--- config.mk ---
export PLATFORM = sky130hd
export DESIGN_NAME = reset_sequencer
export DESIGN_NICKNAME = d
export VERILOG_FILES = /design/src/rtl/reset_sequencer.sv
export SDC_FILE = /design/constraint.sdc
export NUM_CORES = 1
export LEC_CHECK = 0
export BUFFER_PORTS_ARGS = -buffer_cell sky130_fd_sc_hd__buf_4
export CAP_MARGIN = 20
export CORE_AREA = 2 2 102 104
export CTS_CLUSTER_DIAMETER = 150
export DETAILED_ROUTE_END_ITERATION = 7
export DIE_AREA = 0 0 104 106
export PLACE_DENSITY_LB_ADDON = 0.08
export SYNTH_ARGS = -nofsm -noshare
export SYNTH_HDL_FRONTEND = slang
export SYNTH_SLANG_ARGS = --single-unit
--- constraint.sdc ---
create_clock -name sysclk -period 13.29 [get_ports sysclk]
set_input_delay 1.329 -clock sysclk [delete_from_list [all_inputs] [get_ports sysclk]]
set_output_delay 1.329 -clock sysclk [all_outputs]
set_load 0.01 [all_outputs]
--- src/rtl/reset_sequencer.sv ---
// Power-on / PLL-lock reset sequencer: qualifies lock, waits a settle time, then releases N_CH domains staggered.
// Optional saturating lock-loss counter on port lock_loss_cnt when RST_SEQ_LOSS_CNT_EN is defined.
module reset_sequencer #(
  parameter int unsigned N_CH        = 3,
  parameter int unsigned CNT_W       = 32,
  parameter int unsigned LOCK_FILT   = 8,
  parameter int unsigned WAIT_CYCLES = 5000000,
  parameter int unsigned STAGE_GAP   = 4,
  parameter int unsigned SW_HOLD     = 5
) (
  input  logic            sysclk,
  input  logic            reset_n,
  input  logic            locked,
  input  logic            sw_reset,
  output logic [N_CH-1:0] reset,
  output logic [N_CH-1:0] en,
  output logic            ready
`ifdef RST_SEQ_LOSS_CNT_EN
  , output logic [7:0]    lock_loss_cnt
`endif
);

  typedef enum logic [2:0] {
    ST_IDLE,
    ST_FILT,
    ST_WAIT,
    ST_REL,
    ST_RUN,
    ST_HOLD
  } state_t;

  localparam longint unsigned CNT_MAX =
    (CNT_W >= 64) ? 64'hFFFF_FFFF_FFFF_FFFF : ((64'd1 << CNT_W) - 64'd1);
  localparam longint unsigned REL_SPAN = 64'(STAGE_GAP) * 64'(N_CH - 1);

  localparam logic [CNT_W-1:0] FILT_LAST = CNT_W'(LOCK_FILT);
  localparam logic [CNT_W-1:0] WAIT_LAST = CNT_W'(WAIT_CYCLES);
  localparam logic [CNT_W-1:0] HOLD_LAST = CNT_W'(SW_HOLD);
  localparam logic [CNT_W-1:0] REL_LAST  = CNT_W'(REL_SPAN);

  if (N_CH < 1 || N_CH > 8) begin : g_chk_nch
    $error("reset_sequencer: N_CH must be in 1..8");
  end
  if (CNT_W < 1) begin : g_chk_cntw
    $error("reset_sequencer: CNT_W must be at least 1");
  end
  if (LOCK_FILT < 1 || 64'(LOCK_FILT) > CNT_MAX) begin : g_chk_filt
    $error("reset_sequencer: LOCK_FILT must be >= 1 and fit in CNT_W bits");
  end
  if (64'(WAIT_CYCLES) > CNT_MAX) begin : g_chk_wait
    $error("reset_sequencer: WAIT_CYCLES does not fit in CNT_W bits");
  end
  if (REL_SPAN > CNT_MAX) begin : g_chk_gap
    $error("reset_sequencer: STAGE_GAP*(N_CH-1) does not fit in CNT_W bits");
  end
  if (SW_HOLD < 1 || 64'(SW_HOLD) > CNT_MAX) begin : g_chk_hold
    $error("reset_sequencer: SW_HOLD must be >= 1 and fit in CNT_W bits");
  end

  logic             lock_m;
  logic             locked_s;
  state_t           state, state_d;
  logic [CNT_W-1:0] cnt, cnt_d, cnt_inc;
  logic [N_CH-1:0]  reset_d;
  logic             ready_d;

  always_ff @(posedge sysclk or negedge reset_n) begin
    if (!reset_n) begin
      lock_m   <= 1'b0;
      locked_s <= 1'b0;
    end else begin
      lock_m   <= locked;
      locked_s <= lock_m;
    end
  end

  always_ff @(posedge sysclk or negedge reset_n) begin
    if (!reset_n) begin
      state <= ST_IDLE;
      cnt   <= '0;
      reset <= '1;
      en    <= '0;
      ready <= 1'b0;
    end else begin
      state <= state_d;
      cnt   <= cnt_d;
      reset <= reset_d;
      en    <= ~reset_d;
      ready <= ready_d;
    end
  end

  assign cnt_inc = cnt + 1'b1;

  // One counter is shared by every timed state; it restarts from zero on each
  // state entry, and the IDLE edge that first sees lock already counts as filter cycle 1.
  always_comb begin
    state_d = state;
    cnt_d   = cnt;
    if (state != ST_IDLE && !locked_s) begin
      state_d = ST_IDLE;
      cnt_d   = '0;
    end else begin
      case (state)
        ST_IDLE, ST_FILT: begin
          if (locked_s) begin
            if (cnt_inc == FILT_LAST) begin
              cnt_d = '0;
              if (WAIT_LAST == '0)
                state_d = (REL_LAST == '0) ? ST_RUN : ST_REL;
              else
                state_d = ST_WAIT;
            end else begin
              state_d = ST_FILT;
              cnt_d   = cnt_inc;
            end
          end
        end
        ST_WAIT: begin
          if (cnt_inc == WAIT_LAST) begin
            cnt_d   = '0;
            state_d = (REL_LAST == '0) ? ST_RUN : ST_REL;
          end else begin
            cnt_d = cnt_inc;
          end
        end
        ST_REL: begin
          cnt_d = cnt_inc;
          if (cnt_inc == REL_LAST)
            state_d = ST_RUN;
        end
        ST_RUN: begin
          if (sw_reset) begin
            state_d = ST_HOLD;
            cnt_d   = '0;
          end
        end
        ST_HOLD: begin
          if (cnt_inc == HOLD_LAST) begin
            cnt_d   = '0;
            state_d = (REL_LAST == '0) ? ST_RUN : ST_REL;
          end else begin
            cnt_d = cnt_inc;
          end
        end
        default: begin
          state_d = ST_IDLE;
          cnt_d   = '0;
        end
      endcase
    end
  end

  // Outputs are precomputed from the next state so they register on the transition edge;
  // ascending thresholds guarantee domains never release out of order.
  always_comb begin
    reset_d = '1;
    ready_d = 1'b0;
    if (state_d == ST_RUN) begin
      reset_d = '0;
      ready_d = 1'b1;
    end else if (state_d == ST_REL) begin
      for (int unsigned k = 0; k < N_CH; k++)
        reset_d[k] = (cnt_d < CNT_W'(k * STAGE_GAP));
    end
  end

`ifdef RST_SEQ_LOSS_CNT_EN
  logic lock_lost;

  assign lock_lost = (state != ST_IDLE) && !locked_s;

  always_ff @(posedge sysclk or negedge reset_n) begin
    if (!reset_n)
      lock_loss_cnt <= '0;
    else if (lock_lost && lock_loss_cnt != 8'hFF)
      lock_loss_cnt <= lock_loss_cnt + 8'd1;
  end
`endif

endmodule

Word-level counts from Yosys, hierarchy flattened
Cells that the tools add are included.
{"block": "word_totals", "ff_bits": 44, "in_bits": 4, "output_inout_bits": 7, "word_cells": 45}
{"block": "op_classes", "add_sub_neg": 1, "order_cmp": 3, "n_eq_ne": 10, "muxes": 18, "bitwise": 1, "n_reduce_logical": 5}
{"operator": "$mux 32", "n": 6}
{"operator": "$pmux 32 s5", "n": 1}
{"operator": "$add 32x1->32 const B", "n": 1}
{"operator": "$eq 32x23->1 const B", "n": 1}
{"operator": "$eq 32x3->1 const B", "n": 1}
{"operator": "$eq 32x4->1 const B", "n": 1}
{"operator": "$lt 32x1->1 const B", "n": 1}
{"operator": "$lt 32x3->1 const B", "n": 1}
{"operator": "$lt 32x4->1 const B", "n": 1}
{"operator": "$mux 3", "n": 8}
{"operator": "$pmux 3 s5", "n": 1}
{"operator": "$eq 3x2->1 const B", "n": 3}
{"operator": "$eq 3x3->1 const B", "n": 3}
{"operator": "$eq 3x1->1 const B", "n": 1}
{"operator": "$logic_not 3->1", "n": 1}
{"operator": "$not 3->3", "n": 1}
{"operator": "$reduce_bool 3->1", "n": 1}
{"operator": "$mux 2", "n": 1}
{"operator": "$reduce_or 2->1", "n": 1}
{"operator": "$logic_and 1x1->1", "n": 1}
{"operator": "$logic_not 1->1", "n": 1}
{"operator": "$mux 1", "n": 1}

Longest topological paths before layout
Gate-level depths: netlist of the first run.
{"block": "logic_depth", "word_depth": 10, "depth_mapped": 16, "ltp_nobuf": 13}

Worst setup path before layout of the first run
OpenSTA, ideal clock, no wires.
{"block": "synth_timing", "path_type": "flip-flop to flip-flop", "start": "register cnt[0]", "end": "register en[1]", "setup_ns": 0.124, "t_arrival_ns": 4.106, "required_ns": 13.166, "slack_ns": 9.060, "stages_incl_launch_ff": 15, "n_path_buf": 2, "period_less_slack_ns": 4.230, "path_cell_list": "dfrtp_1 -> ha_1 -> nand3_1 -> or4_4 -> buf_6 -> nor4b_2 -> o2111ai_1 -> or4_4 -> nor4_4 -> nor2_2 -> buf_2 -> o31a_1 -> and4bb_1 -> or4b_1 -> o31a_1"}
{"block": "synth_between", "elab_chain_cells": 10, "elab_cells_between_ends": 24, "cone_classes": "add/sub: 1; order compare: 1; eq/ne: 5; mux: 16; bitwise: 1"}
{"item": "from (decl)", "line": "63", "text": "logic [CNT_W-1:0] cnt, cnt_d, cnt_inc;"}
{"item": "from (signal assigned)", "line": "86", "text": "cnt <= cnt_d;"}
{"item": "$add 32x1->32 *", "line": "93", "text": "assign cnt_inc = cnt + 1'b1;"}
{"item": "$eq 32x4->1", "line": "107", "text": "if (cnt_inc == FILT_LAST) begin"}
{"item": "$mux 32", "line": "107"}
{"item": "$mux 32", "line": "106", "text": "if (locked_s) begin"}
{"item": "$pmux 32 s5 *", "line": "104", "text": "case (state)"}
{"item": "$mux 32 *", "line": "100", "text": "if (state != ST_IDLE && !locked_s) begin"}
{"item": "via cnt_d[19]", "line": "63"}
{"item": "$lt 32x3->1 *", "line": "164", "text": "reset_d[k] = (cnt_d < CNT_W'(k * STAGE_GAP));"}
{"item": "$mux 3 *", "line": "162", "text": "end else if (state_d == ST_REL) begin"}
{"item": "$mux 3 *", "line": "159", "text": "if (state_d == ST_RUN) begin"}
{"item": "$not 3->3 *", "line": "88", "text": "en <= ~reset_d;"}
{"item": "to (signal assigned)", "line": "88"}
{"item": "to (decl)", "line": "16", "text": "output logic [N_CH-1:0] en,"}
Mark *: on every way through the listed nets, which the timed path passes. The rest lies on a longest branch.

Worst setup path after layout of the first run
{"block": "layout_timing", "start": "register cnt[6]", "end": "register en[1]"}
{"block": "layout_between", "elab_chain_cells": 10, "elab_cells_between_ends": 24, "cone_classes": "add/sub: 1; order compare: 1; eq/ne: 5; mux: 16; bitwise: 1"}
{"item": "$add 32x1->32", "line": "93"}
{"item": "$eq 32x4->1", "line": "107, 129"}
{"item": "$mux 32 / $mux 2 (equally long branches)", "line": "107"}
{"item": "$mux 32 / $mux 3 (equally long branches)", "line": "106"}
{"item": "$pmux 32 s5 / $pmux 3 s5 (equally long branches)", "line": "104"}
{"item": "$mux 32 / $mux 3 (equally long branches)", "line": "100"}
{"item": "$lt 32x3->1 / $eq 3x2->1 (equally long branches)", "line": "164, 162"}
{"item": "$mux 3", "line": "162"}
{"item": "$mux 3 *", "line": "159"}
{"item": "$not 3->3 *", "line": "88"}
Mark *: on every way between the ends. The rest lies on a longest branch, timed or not.

==> summary.md, run 1 <==
| Metric | Value |
|---|---|
| Placeable Area | `0.0100 mm^2` |
| Largest net degree at the start of global routing | `45` |
| Syn_nets | `437` |
| DIE WIDTH | `104 um` |
| Pleak | `0.00148 uW` |
| Syn_area_per_cell | `7.91 um^2` |
| CTS hold repair buffers | `0` |
| Num Clock Sinks | `44` |
| Cell Area, Synth | `0.00341 mm^2` |
| Hold slack | `0.367 ns` |
| Synthesized instance count | `431` |
| Clock Skew | `0.00708 ns` |
| Final HPWL DP | `7.78 mm` |
| Power Dens Cells | `74.3 mW/mm^2` |
| Total power | `271 uW` |
| Fin nets | `425` |
| CP startpoint | `cnt[6]` |
| Worst setup SP type | `flip-flop` |
| Worst Path Required | `13.49 ns` |
| Critical path type | `flip-flop to flip-flop` |
| Port buffer count | `10` |
| Post-route DRC | `0` |
| Peak supply drop | `0.0000375 V` |
| Final hold vios | `0` |
| R2R Setup Slk | `7.91 ns` |
| Critical R2R Launch | `cnt[6]` |
| Max Freq | `0.186 GHz` |
| Drt initial violations | `310` |
| Total GRT Usage | `20.4%` |
| CTS Buf Count | `5` |
| Starting Density | `34.1%` |
| Period minus WS final | `5.38 ns` |
| Count of different cell masters after synthesis | `71` |
| Root Buffer | `clkbuf_8` |
| Initial antenna violation count | `0` |
| Setup Buffers After CTS | `0` |
| WP data arrival | `5.58 ns` |
| Total wire length | `10.7 mm` |
| GPL Wtd Cong | `0.901` |
| R2R depth | `11` |
| First-pass GRT wire length | `17.7 mm` |
| Final setup fails | `0` |
| YS warnings | `0` |
| Worst Setup End Kind | `flip-flop` |
| Flops & latches, synth | `44` |
| Final setup TNS | `0 ns` |
| Clk_lat worst skew | `0.31 ns` |
| Period Utilization, post-route | `40.4%` |
| Post-synth EDFFs | `0` |
| Number of H-tree levels | `2` |
| Max Root-Sink Buffers | `2` |
| Pins Over Slew Limit | `0` |
| CTS tree | `done` |
| Status | `complete, no violations` |
| Worst Path Max Fanout | `15` |
| Row count | `37` |
| RSZ-0062 raised after global routing | `false` |
| CP endpoint | `en[1]` |
| Layout Area Growth over Synthesis | `7.01%` |
| Number of global-route vias before repair | `3150` |
| Asr flop ratio synth | `100%` |
| Overflow after GRT | `0` |
| Clk pin slew, worst setup/hold paths | `0.10 ns` |
| ANT nets after route | `0` |
| Hold Path Class | `flip-flop to flip-flop` |
| Ports | `11` |
| Antenna Cells | `0` |
| Ys flop type | `dfrtp_1` |
| Maxcap violations | `0` |
| Seq/Total Area, Yosys | `32.4%` |
| Drt wl/cell | `19.3 um` |
| Slew headroom | `33.2%` |
| Reg2reg end | `en[1]` |
| Vert. Die Dim | `106 um` |
| Vias | `3244` |
| Fillers | `1090` |
| Post_cts resized | `0` |
| Area of the die | `0.0110 mm^2` |
| Slew @ Worst Pin | `0.998 ns` |
| Layout cells sized above 1 | `10.2%` |
| Via density per instance | `5.83` |
| Pre-antenna DRT Iters | `4` |
-- power by group --
group	switching, uW	internal, uW
clock	54.6	56.7
combinational	15.2	5.68
sequential	3.46	135
total	73.2	198
-- metrics by stage --
step                util [%]  area [um^2]  setup slack, ns  instances
floorplan                  -         3410             9.06        431
global placement        35.3         3530             8.12        548
detailed placement      35.3         3530             7.98        548
CTS                     36.5         3650             7.91        556
global route            36.5         3650             7.49        556
finish                  36.5         3650             7.91        556
-- cell families (layout without fill, tap and decap cells) --
kind of cell | after synthesis | in the layout | share of synthesized area, %
buffers and inverters | 42 | 31 | 5.43
adders and majority gates | 2 | 2 | 0.734
muxes | 3 | 3 | 0.881
and+or+nand+nor | 207 | 207 | 33.4
AOI/OAI and AO/OA | 109 | 109 | 21.0
xor gates and xnor gates | 24 | 24 | 6.17
DFF | 44 | 44 | 32.4
-- worst min-delay path by stage --
stage	from	to	slack, ns	depth (start not counted)
final	lock_m	locked_s	0.37	0
after detailed placement	lock_m	locked_s	0.34	0
after CTS	lock_m	locked_s	0.37	0
after global placement	lock_m	locked_s	0.35	0
after floorplan	lock_m	locked_s	0.33	0
after global routing	lock_m	locked_s	0.38	0
-- synthesized netlist by cell type, types with 7 or more instances --
| library cell | instances | area share, % |
|---|---|---|
| dfrtp_1 | 41 | 30 |
| buf_2 | 10 | 1.5 |
| nor2_1 | 48 | 5.3 |
| inv_1 | 10 | 1.1 |
| o21ai_0 | 30 | 4.4 |
| clkbuf_1 | 17 | 1.9 |
| nor3_1 | 26 | 3.8 |
| xnor2_1 | 16 | 4.1 |
| nand2_1 | 40 | 4.4 |
| nand4_1 | 12 | 2.2 |
| a21oi_1 | 23 | 3.4 |
| nor4_1 | 10 | 1.8 |
| nand3_1 | 20 | 2.9 |
| or3_1 | 7 | 1.3 |
| xor2_1 | 8 | 2.1 |
| and3_1 | 8 | 1.5 |
-- worst max-delay path, cell delays in order (launching register included) --
cell and delay [ns]:
dfrtp_1 0.51, nand3_1 0.40, nor4_4 0.67, nand4_1 0.24, xnor2_1 0.21, or4_4 0.60
nor4_2 0.45, o22ai_2 0.30, nor2_1 0.82, o211ai_1 0.20, or4b_1 0.57, o31a_1 0.30
-- layer usage --
metal / track usage, % / wire, um / vias to the layer above
met2: 32.7 / 5050 / 84
met5: 0 / 0 / -
met3: 2.58 / 523 / 18
met1: 28.5 / 4910 / 1567
li1: - / - / 1575
met4: 6.66 / 254 / 0
-- cell usage in the layout (no fill, tap or decap), types with 3 or more instances in the layout --
| cell | instances |
|---|---|
| and3_1 | 8 |
| a31oi_1 | 4 |
| a21oi_1 | 22 |
| o211ai_1 | 4 |
| xor2_1 | 8 |
| o21a_1 | 5 |
| inv_1 | 10 |
| nor2_1 | 48 |
| o21ai_0 | 30 |
| dfrtp_1 | 41 |
| or4_1 | 5 |
| nand2_1 | 40 |
| a211oi_1 | 6 |
| or3_1 | 7 |
| mux2i_1 | 3 |
| and2_1 | 3 |
| xnor2_1 | 16 |
| nor4_1 | 10 |
| nand3_1 | 20 |
| and4_1 | 4 |
| o22ai_1 | 3 |
| o31a_1 | 3 |
| clkbuf_8 | 5 |
| nand4_1 | 12 |
| nor3_1 | 26 |
| nor2b_1 | 3 |
| buf_4 | 13 |
| dfstp_2 | 3 |
| o31ai_1 | 6 |
-- state kept, by name, summed over array words and instances (netlist names) --
signal / count
en: 3
cnt: 32
reset: 3
locked_s: 1
state: 3
lock_m: 1
ready: 1
-- final cells by class --
type	instances	area (um^2)	area share, %
inverters	10	37.5	1.03
multi-input cells	345	2120	58.2
well taps	136	170	4.66
flip-flops and latches	44	1100	30.3
clock buffers	5	68.8	1.89
repair buffers	13	97.6	2.67
clock inverters	3	46.3	1.27
No activity file was read; power rests on OpenSTA's default activity.
==> run 2, diff against run 1 <==
- clock period: 13.29 -> 4.6 ns (I/O delays scaled with it)
==> summary.md, run 2 (same netlist as run 1, synthesis figures left out) <==
| Metric | Value |
|---|---|
| Power Internal | `572 uW (was 198 uW)` |
| Area of the multi-input gates | `0.00217 mm^2 (was 0.00212 mm^2)` |
| Clock share of power | `39.7% (was 41.1%)` |
| Final Worst Setup Slack | `0.203 ns (was 7.91 ns)` |
| Drt wl/cell | `19.2 um (was 19.3 um)` |
| CTS tree | `done (unchanged)` |
| Largest register by flop count | `cnt (unchanged)` |
| Initial antenna violation count | `0 (unchanged)` |
| Largest net degree at the start of global routing | `45 (unchanged)` |
| Pins Over Slew Limit | `0 (unchanged)` |
| Worst setup SP type | `flip-flop (unchanged)` |
| Commonest non-fill, non-tap cell in the layout | `nor2_1 (unchanged)` |
| Status | `complete, no violations (unchanged)` |
| Post-route DRC | `0 (unchanged)` |
| Total wire length | `11.3 mm (was 10.7 mm)` |
| WP data arrival | `4.59 ns (was 5.58 ns)` |
| Fin nets | `458 (was 425)` |
| Hold Path Class | `primary input to async pin (was flip-flop to flip-flop)` |
| Total GRT Usage | `21.1% (was 20.4%)` |
| Critical path type | `flip-flop to flip-flop (unchanged)` |
| Number of global-route vias before repair | `3320 (was 3150)` |
| Final setup TNS | `0 ns (unchanged)` |
| Psw | `202 uW (was 73.2 uW)` |
| Worst Path Max Fanout | `12 (was 15)` |
| Pleak | `0.00166 uW (was 0.00148 uW)` |
| Vias | `3429 (was 3244)` |
| Number of H-tree levels | `2 (unchanged)` |
| Register share of total power | `51.6% (was 51.2%)` |
| Max Freq | `0.227 GHz (was 0.186 GHz)` |
| Peak supply drop | `0.0000820 V (was 0.0000375 V)` |
| RSZ-0062 raised after global routing | `false (unchanged)` |
| Final hold vios | `0 (unchanged)` |
| Overflow after GRT | `0 (unchanged)` |
| Maxcap violations | `0 (unchanged)` |
| CTS hold repair buffers | `0 (unchanged)` |
| Fillers | `1077 (was 1090)` |
| Pre-antenna DRT Iters | `5 (was 4)` |
| Combinational share of power | `8.7% (was 7.7%)` |
| CTS Buf Count | `5 (unchanged)` |
| Root Buffer | `clkbuf_8 (unchanged)` |
| Worst Path Required | `4.80 ns (was 13.49 ns)` |
| Num Clock Sinks | `44 (unchanged)` |
| Starting Density | `34.1% (unchanged)` |
| Layout cells sized above 1 | `18.1% (was 10.2%)` |
| Placeable Area | `0.0100 mm^2 (unchanged)` |
| Switching part of the total power | `26.1% (was 27.0%)` |
| Period Utilization, post-route | `95.6% (was 40.4%)` |
| Clk_lat worst skew | `0.30 ns (was 0.31 ns)` |
| Largest register FFs | `32 (unchanged)` |
| Clk pin slew, worst setup/hold paths | `0.09 ns (was 0.10 ns)` |
| Antenna Cells | `0 (unchanged)` |
| Clock Skew | `0.00684 ns (was 0.00708 ns)` |
| Most frequent cells in the layout | `47 x nor2_1, 46 x buf_4, 40 x nand2_1 (was 48 x nor2_1, 41 x dfrtp_1, 40 x nand2_1)` |
| Row count | `37 (unchanged)` |
| Vert. Die Dim | `106 um (unchanged)` |
| Final HPWL DP | `8.48 mm (was 7.78 mm)` |
| Layout Area Growth over Synthesis | `15.5% (was 7.01%)` |
| ANT nets after route | `0 (unchanged)` |
| GPL Wtd Cong | `0.919 (was 0.901)` |
| Storage cell area | `0.00111 mm^2 (was 0.00110 mm^2)` |
| Worst slack, placed | `0.0429 ns (was 7.98 ns)` |
| DIE WIDTH | `104 um (unchanged)` |
| First-pass GRT wire length | `18.4 mm (was 17.7 mm)` |
| Final setup fails | `0 (unchanged)` |
| Power Dens Cells | `197 mW/mm^2 (was 74.3 mW/mm^2)` |
| Slew @ Worst Pin | `1.02 ns (was 0.998 ns)` |
| Worst Setup End Kind | `flip-flop (unchanged)` |
| CP startpoint | `cnt[1] (was cnt[6])` |
| Via density per instance | `5.82 (was 5.83)` |
| Period minus WS final | `4.40 ns (was 5.38 ns)` |
| Area of the die | `0.0110 mm^2 (unchanged)` |
| Max Root-Sink Buffers | `2 (unchanged)` |
| Drt initial violations | `200 (was 310)` |
| Ports | `11 (unchanged)` |
| Critical R2R Launch | `cnt[1] (was cnt[6])` |
| Port buffer count | `10 (unchanged)` |
| Slew headroom | `32.3% (was 33.2%)` |
-- run 2: changes by cell type in the layout (fill, tap and decap cells not counted), moves of 2 or more --
cell	change
nor4_4	+2
nor4_2	-2
dfrtp_2	+2
nand3_1	-2
buf_4	+33
nand3_2	+2
dfrtp_1	-2
-- run 2: power groups by stage --
stage	sequential [uW]	combinational [uW]	clock (uW)
6_report	399	67.7	307
5_1_grt	400	76.4	335
4_1_cts	399	66.8	320
3_5_place_dp	406	66.4	0
3_3_place_gp	406	66.9	0
2_1_floorplan	402	39.7	0
-- run 2: final timing paths --
check / endpoint / cells after the start / slack [ns]
min: state[0] / 1 / 0.15
max reg2reg: en[1] / 12 / 0.20
max in group asynchronous: cnt[0] / 1 / 4.06
max: en[1] / 12 / 0.20
min in group sysclk: lock_m / 1 / 0.27
min reg2reg: locked_s / 0 / 0.36
-- run 2: final cells by class --
class                           count  share of cell area (%)
Inverter                           10                   0.953
Sequential cell                    44                    28.1
Clock inverter                      3                    1.08
Multi-Input combinational cell    345                    55.0
Clock buffer                        5                    1.75
Timing Repair Buffer               46                    8.77
Tap cell                          136                    4.32
-- run 2: through the flow --
| stage | cell area (um^2) | utilization, % | cells | hold WS (ns) | power (uW) |
|---|---|---|---|---|---|
| finish | 3940 | 39.4 | 589 | 0.149 | 774 |
| global route | 3940 | 39.4 | 589 | 0.195 | 812 |
| CTS | 3880 | 38.9 | 588 | 0.167 | 786 |
| detailed placement | 3770 | 37.7 | 580 | 0.339 | 473 |
| global placement | 3770 | 37.7 | 580 | 0.336 | 473 |
| floorplan | 3410 | - | 431 | 0.164 | 442 |
-- run 2: worst max-delay path: stages, from the launching register on --
cell	delay, ns
dfrtp_1	0.44
nand4_1	0.19
buf_4	0.19
nor4_4	0.44
nand4_1	0.25
xnor2_1	0.20
or4_4	0.61
nor4_4	0.38
o22ai_4	0.20
o31a_1	0.36
and4bb_1	0.28
or4b_1	0.47
o31a_1	0.29
-- run 2: what timing repair did --
item,4_1_cts,5_1_grt
gates resized for setup,0,10
endpoints found under the setup margin,0,12
buffers inserted,0,1
-- run 2: per-layer routing --
layer	part of all wire, %	vias to the layer above	track usage, %
li1	-	1636	-
met1	48	1679	30.1
met2	47	104	33.5
met3	3.8	10	2.51
met4	1.4	0	6.37
met5	0	-	0
